[src/rtl/mem_arb.sv]
`default_nettype none
// ============================================================================
// Module      : mem_arb
// Description : Round-robin arbiter and fixed-latency sequencer that shares
//               one 32-bit memory port between the instruction-fetch path and
//               the load/store data path.
//
//               Ports
//                 clk, rst_f            clock, synchronous active-high reset
//                 f_req/f_addr          fetch request (level) and address
//                 f_rdata/f_done        fetched word (held), completion pulse
//                 d_req/d_we/d_addr/    data request (level), store select,
//                 d_wdata               address and store data
//                 d_rdata/d_done        load data (held), completion pulse
//                 m_en/m_we/m_addr/     memory strobe, write enable, address,
//                 m_wdata/m_rdata       write data and read data
//                 busy                  high while a transaction is in flight
// Revision    : 1.0 - initial release
// ============================================================================
module mem_arb #(
    parameter int AW  = 16,
    parameter int DW  = 32,
    parameter int LAT = 2
) (
    input  logic          clk,
    input  logic          rst_f,
    input  logic          f_req,
    input  logic [AW-1:0] f_addr,
    output logic [DW-1:0] f_rdata,
    output logic          f_done,
    input  logic          d_req,
    input  logic          d_we,
    input  logic [AW-1:0] d_addr,
    input  logic [DW-1:0] d_wdata,
    output logic [DW-1:0] d_rdata,
    output logic          d_done,
    output logic          m_en,
    output logic          m_we,
    output logic [AW-1:0] m_addr,
    output logic [DW-1:0] m_wdata,
    input  logic [DW-1:0] m_rdata,
    output logic          busy
);

    localparam logic [1:0] c_ST_IDLE  = 2'd0;
    localparam logic [1:0] c_ST_ISSUE = 2'd1;
    localparam logic [1:0] c_ST_WAIT  = 2'd2;
    localparam logic [1:0] c_ST_DONE  = 2'd3;

    localparam logic       c_OWN_FETCH = 1'b0;
    localparam logic       c_OWN_DATA  = 1'b1;

    localparam logic [3:0] c_LAT = 4'(LAT);

    logic [1:0]    r_state;
    logic [1:0]    w_state_next;
    logic          r_owner;
    logic          r_last_owner;
    logic          r_we;
    logic [AW-1:0] r_addr;
    logic [DW-1:0] r_wdata;
    logic [3:0]    r_cnt;
    logic [DW-1:0] r_f_rdata;
    logic [DW-1:0] r_d_rdata;

    logic          w_any_req;
    logic          w_grant;
    logic          w_grant_data;
    logic          w_last_wait;
    logic          w_capture;

    assign w_any_req   = f_req | d_req;
    assign w_grant     = (r_state == c_ST_IDLE) & w_any_req;
    // Under contention the port that did not win last time takes the grant.
    assign w_grant_data = d_req & (~f_req | (r_last_owner == c_OWN_FETCH));
    assign w_last_wait = (r_state == c_ST_WAIT) & (r_cnt == c_LAT);
    assign w_capture   = w_last_wait & ~r_we;

    // ------------------------------------------------------------------
    // State register
    // ------------------------------------------------------------------
    always_ff @(posedge clk) begin
        if (rst_f) begin
            r_state <= c_ST_IDLE;
        end else begin
            r_state <= w_state_next;
        end
    end

    // ------------------------------------------------------------------
    // Next-state logic
    // ------------------------------------------------------------------
    always_comb begin
        w_state_next = r_state;
        case (r_state)
            c_ST_IDLE:  if (w_any_req)   w_state_next = c_ST_ISSUE;
            c_ST_ISSUE:                  w_state_next = c_ST_WAIT;
            c_ST_WAIT:  if (w_last_wait) w_state_next = c_ST_DONE;
            c_ST_DONE:                   w_state_next = c_ST_IDLE;
            default:                     w_state_next = c_ST_IDLE;
        endcase
    end

    // ------------------------------------------------------------------
    // Transaction latches, latency counter and read-data capture
    // ------------------------------------------------------------------
    always_ff @(posedge clk) begin
        if (rst_f) begin
            r_owner      <= c_OWN_FETCH;
            r_last_owner <= c_OWN_DATA;   // fetch wins the first contention
            r_we         <= 1'b0;
            r_addr       <= '0;
            r_wdata      <= '0;
            r_cnt        <= 4'd0;
            r_f_rdata    <= '0;
            r_d_rdata    <= '0;
        end else begin
            if (w_grant) begin
                r_owner      <= w_grant_data;
                r_last_owner <= w_grant_data;
                r_we         <= w_grant_data & d_we;
                r_addr       <= w_grant_data ? d_addr : f_addr;
                // A fetch carries no write data, so the port keeps the last
                // store value rather than picking up an unrelated d_wdata.
                if (w_grant_data) begin
                    r_wdata <= d_wdata;
                end
            end

            if (r_state == c_ST_ISSUE) begin
                r_cnt <= 4'd1;
            end else if ((r_state == c_ST_WAIT) && (r_cnt != c_LAT)) begin
                r_cnt <= r_cnt + 4'd1;
            end

            if (w_capture) begin
                if (r_owner == c_OWN_DATA) begin
                    r_d_rdata <= m_rdata;
                end else begin
                    r_f_rdata <= m_rdata;
                end
            end
        end
    end

    // ------------------------------------------------------------------
    // Outputs (decoded from registered state only)
    // ------------------------------------------------------------------
    assign m_en    = (r_state == c_ST_ISSUE);
    assign m_we    = m_en & r_we;
    assign m_addr  = r_addr;
    assign m_wdata = r_wdata;
    assign f_done  = (r_state == c_ST_DONE) & (r_owner == c_OWN_FETCH);
    assign d_done  = (r_state == c_ST_DONE) & (r_owner == c_OWN_DATA);
    assign busy    = (r_state != c_ST_IDLE);
    assign f_rdata = r_f_rdata;
    assign d_rdata = r_d_rdata;

endmodule
`default_nettype wire

[config.mk]
export PLATFORM = sky130hd
export DESIGN_NAME = mem_arb
export DESIGN_NICKNAME = d
export VERILOG_FILES = /design/src/rtl/mem_arb.sv
export SDC_FILE = /design/constraint.sdc
export NUM_CORES = 1
export LEC_CHECK = 0
export BUFFER_PORTS_ARGS = -buffer_cell sky130_fd_sc_hd__buf_4
export CAP_MARGIN = 20
export CELL_PAD_IN_SITES_DETAIL_PLACEMENT = 1
export CELL_PAD_IN_SITES_GLOBAL_PLACEMENT = 2
export CORE_MARGIN = 4
export CORE_UTILIZATION = 24
export CTS_CLUSTER_DIAMETER = 200
export DETAILED_ROUTE_END_ITERATION = 8
export PLACE_DENSITY_LB_ADDON = 0.1
export SLEW_MARGIN = 20
export SYNTH_ARGS = -nofsm -noshare
export SYNTH_HDL_FRONTEND = slang
export SYNTH_SLANG_ARGS = --single-unit
[constraint.sdc]
create_clock -name clk -period 2 [get_ports clk]
set_input_delay 0.3 -clock clk [delete_from_list [all_inputs] [get_ports clk]]
set_output_delay 0.3 -clock clk [all_outputs]
set_load 0.005 [all_outputs]
== Word-level counts from Yosys, hierarchy flattened ==
Index checks and enable logic that the tools add are counted.
Storage, ports and cells
  output and inout port bits: 117
  word-level logic and storage cells: 47
  flip-flop bits (word level): 121
  input bits: 101
Cells by class
  bitwise operators: 14
  $add $sub $neg: 1
  reductions and logical operators: 9
  eq/ne operators: 7
  multiplexer cells: 6
Operator list (count)
  2-to-1 mux 16 bit: 1
  bitwise AND 1 bit: 8
  case mux 2 bit (4 select lines): 1
  AND reduction 2 bit: 4
  adder 4 x 1 -> 4 bit (second input constant): 1
  == test 2 bit (second input constant): 2
  == test 4 x 2 -> 1 bit (second input constant): 1
  2-to-1 mux 2 bit: 2
  inequality test 2 bit (second input constant): 2
  inequality test 4 x 2 -> 1 bit (second input constant): 1
  inverter 1 bit: 4
  nonzero test 2 bit: 2
  == test 2 x 1 -> 1 bit (second input constant): 1
  logical NOT 2 bit: 1
  2-to-1 mux 1 bit: 2
  OR 1 bit: 2
  OR reduction 2 bit: 1
  logical AND 1 bit: 1

== Depth between registers and ports, before layout ==
  depth in word-level cells: 4
  gate-level depth with buffers: 7
  gate-level depth less buffers: 5

== Worst setup path before layout ==
OpenSTA, ideal clock, no wires.
  kind: reg-to-reg
  start point: register r_cnt[0]
  end point: register r_f_rdata[10] (netlist: f_rdata[10])
  arrival: 1.829 ns
  path buffers: 2
  stages on the path, launching flop included: 8
  required time: 1.928 ns
  library setup time: 0.072 ns
  clock period less this slack: 1.901 ns
  path slack: 0.099 ns
  cells stage by stage: dfxtp_1 inv_1 ha_1 or3b_1 buf_2 nor4b_4 buf_6 mux2i_1
On the way
  cells in the longest elaborated chain, start to end: 4
RTL lines
  start: declaration: RTL line 62  | logic [3:0] r_cnt;
  start signal: assignment: RTL line 133  | r_cnt <= r_cnt + 4'd1;
  == test 4 x 2 -> 1 bit: RTL line 76  | assign w_last_wait = (r_state == c_ST_WAIT) & (r_cnt == c_LAT);
  bitwise AND 1 bit: RTL line 76
  bitwise AND 1 bit: RTL line 77  | assign w_capture = w_last_wait & ~r_we;
  AND reduction 2 bit (no source line)
  end signal: assignment: RTL line 140  | r_f_rdata <= m_rdata;
  end: declaration: RTL line 63  | logic [DW-1:0] r_f_rdata;
No other way between the ends.
A chain may end at the register's enable or synchronous reset.

== Worst setup path in the final report ==
  start point: register r_cnt[0]
  end point: register r_f_rdata[25] (netlist: f_rdata[25])
Same word-level chain as after synthesis.

==> results.txt <==
Hold buffer count at CTS: 0
Depth of the CTS H-tree: 4
Horizontal extent of the die: 153 um
Starting density of the core: 24.6%
Number of antenna violations at the first check in global routing: 0
CTS clock-pin slew for the worst setup and hold paths: 0.06 ns
Crit path max fanout: 8
Ratio of routed vias to standard cells: 4.49
Final routed wire length divided by cell count: 16.4 um
Required time at the endpoint of the critical path: 2.33 ns
Share of the clock period used by the worst path: 92.9%
Port Buffers: 217
CTS max path bufs: 2
Post-route clock skew: 0.0101 ns
Power density over the cells: 1050 nW/um^2
Filler instances: 2,340
Clock tree from TritonCTS: built
Later-pin clock latency in the skew report: 0.41 ns
Part of the Yosys area used for sequential elements: 48.3%
Leakage component of the power: 3.38 nW
Net count after synthesis: 642
Post-detailed-placement cell area: 7010 um^2
Initial DRC count: 180
Slew Viols, Final: 0
Area growth from synthesis to final layout: 52.4%
GRT Overall Usage: 14.2%
Final total negative setup slack: 0 ns
Die height: 153 um
Shortest period the worst path allows: 1.86 ns
RSZ-0062 raised after global routing: false
Detailed placement HPWL: 11,800 um
Max transition margin: 64.4%
Final setup violation count: 0
Via total after detailed routing: 4,616
Global-route wire length before repair: 27,000 um
Final RePlAce weighted congestion: 0.698
Startpoint Class: flop
Arr. time, crit path: 2.18 ns
Number of top-level design ports: 218
Number of remaining DRC errors: 0
Final cell area excluding filler cells: 7650 um^2
Inserted Clock Buffers: 17
Clock Sink Count: 121
Core region area: 20,400 um^2
TritonRoute pass-1 iters: 4
Mapped Avg Cell Area: 9.38 um^2
Hold violation total from the final report: 0
Max-cap viol count: 0
Maximum number of pins on one net before global-route repair: 87
Grt total ovfl: 0
Routed Wire Length: 16,800 um
Warning count from the yosys run: 0
Worst path cell trace: inv_1, ha_2, or3b_4, nor4b_4, buf_4, clkbuf_16, mux2i_1
Post-route non-filler standard cell count: 1,029
Mapped cell area: 5020 um^2
Inst Count DP: 993
Number of global-route vias before repair: 5,002
Post-synth cell types: 34
Count of state elements after synthesis: 121
Master cell of the clock root buffer: clkbuf_16
Maximum clock frequency: 538 MHz
Share of post-route cells with drive strength above 1: 36.5%
Outcome: complete, no violations
Type of the worst min-delay path: primary input to flop
Largest stage delay on the critical path: 0.39 ns
Final layout net count: 853
Count of antenna-violating nets left after detailed routing: 0
Cell at the slowest stage of the critical path: or3b_4
Startpoint-to-endpoint class of the critical path: flop to flop
Capturing element type of the critical path: flop
Diodes inserted: 0
Synthesized instance count: 535
Worst voltage drop across the vdd grid: 0.548 mV
Slew at the pin closest to its max-slew limit: 0.535 ns
Die area: 23,300 um^2
Number of core rows: 52
[synthesized netlist by cell type, drive strengths merged]
library cell    n  share of area (%)
dfxtp         121                 48
nand2b         98                 12
nor3            2               0.20
or3b            1               0.17
a21bo           1               0.20
nand2          37                2.8
buf             9                1.2
a22o            1               0.20
a211oi          3               0.45
mux2i          65                 13
a32oi           1               0.17
nand4           1               0.12
a211o           1               0.20
inv             5               0.37
and2            2               0.25
a311oi         16                2.8
nor4b           2               0.65
o21ai          33                3.3
nor2b           1               0.12
nand4b          1               0.17
nand3          32                3.2
a21oi          35                3.5
clkbuf         36                2.7
o21a            1               0.15
nor3b           1               0.15
and3            1               0.15
a21boi          1               0.15
nor2           19                1.4
nor4            1               0.12
ha              6                1.5
xnor2           1               0.17
[registers in the layout, indices dropped and copies added (netlist names)]
register,cells
r_owner,1
f_rdata,32
m_wdata,32
r_last_owner,1
m_addr,16
r_we,1
r_state,2
d_rdata,32
r_cnt,4
[cells by family after synthesis]
family | Yosys count | synth area share [%]
xor+xnor | 1 | 0.175
mux | 65 | 13.0
compound gates | 93 | 11.1
fa+ha+maj | 6 | 1.50
flops | 121 | 48.3
simple gates | 199 | 21.7
buf+inv | 50 | 4.29
[repair_timing]
item,4_1_cts,5_1_grt
pin swaps,0,1
endpoints found under the setup margin,1,32
cloned,0,2
buffers inserted,1,1
gates resized for setup,1,5
[final cells by class]
cell class	count	area, um^2	share of cell area, %
clock inverter	14	149	1.95
inverter	5	22.5	0.295
sequential	121	2420	31.7
clock buffer	18	429	5.61
tap	270	338	4.42
timing repair buffer	237	1890	24.7
multi-input combinational	364	2400	31.4
[worst max-delay path, delay by kind of cell, from the launching register on]
kind                       cells  cell delay, ns
adders and majority gates      1            0.18
buffers and inverters          3            0.46
DFF                            1            0.33
muxes                          1            0.21
and+or+nand+nor                2            0.60
[report_power, final]
group	internal, mW	switching, mW	total (mW)
Combinational	1.03	1.13	2.16
Sequential	2.68	0.163	2.84
Clock	1.84	1.17	3.01
[per-layer routing]
layer | GRT usage, % | vias up | part of all wire (%)
met2 | 23.8 | 138 | 48
li1 | - | 2255 | -
met5 | 0 | - | 0
met4 | 3.99 | 0 | 1.1
met3 | 5.60 | 15 | 7.6
met1 | 16.9 | 2208 | 43
[per-stage QoR]
stage | utilization [%] | worst slack, ns | total power, mW | hold slack [ns]
2_1_floorplan | - | 0.0990 | 3.90 | 0.448
3_3_place_gp | 34.3 | 0.139 | 4.96 | 0.458
3_5_place_dp | 34.3 | 0.0390 | 5.04 | 0.465
4_1_cts | 37.2 | 0.0335 | 8.17 | 0.125
5_1_grt | 37.4 | 0.00533 | 8.51 | 0.127
6_report | 37.4 | 0.142 | 8.01 | 0.149
[final timing paths]
path                from           to  slack (ns)  depth (start not counted)
min reg2reg   f_rdata[4]   f_rdata[4]        0.48                          2
min          d_wdata[20]  m_wdata[20]        0.15                          3
max             r_cnt[0]  f_rdata[25]        0.14                          7
max reg2reg     r_cnt[0]  f_rdata[25]        0.14                          7
[layout by cell type (no fill, tap or decap), types with 3 or more instances in the layout]
| cell | instances |
|---|---|
| a311oi_1 | 16 |
| a21oi_1 | 35 |
| o21ai_0 | 33 |
| nor2_1 | 19 |
| buf_12 | 7 |
| ha_1 | 5 |
| a211oi_1 | 3 |
| dfxtp_1 | 121 |
| buf_4 | 228 |
| clkinv_2 | 3 |
| inv_1 | 4 |
| nand2_1 | 37 |
| nand2b_1 | 98 |
| nand3_1 | 32 |
| inv_6 | 3 |
| clkinvlp_4 | 5 |
| clkbuf_16 | 18 |
| mux2i_1 | 65 |
Note: power is estimated with default switching activity, not from simulation.
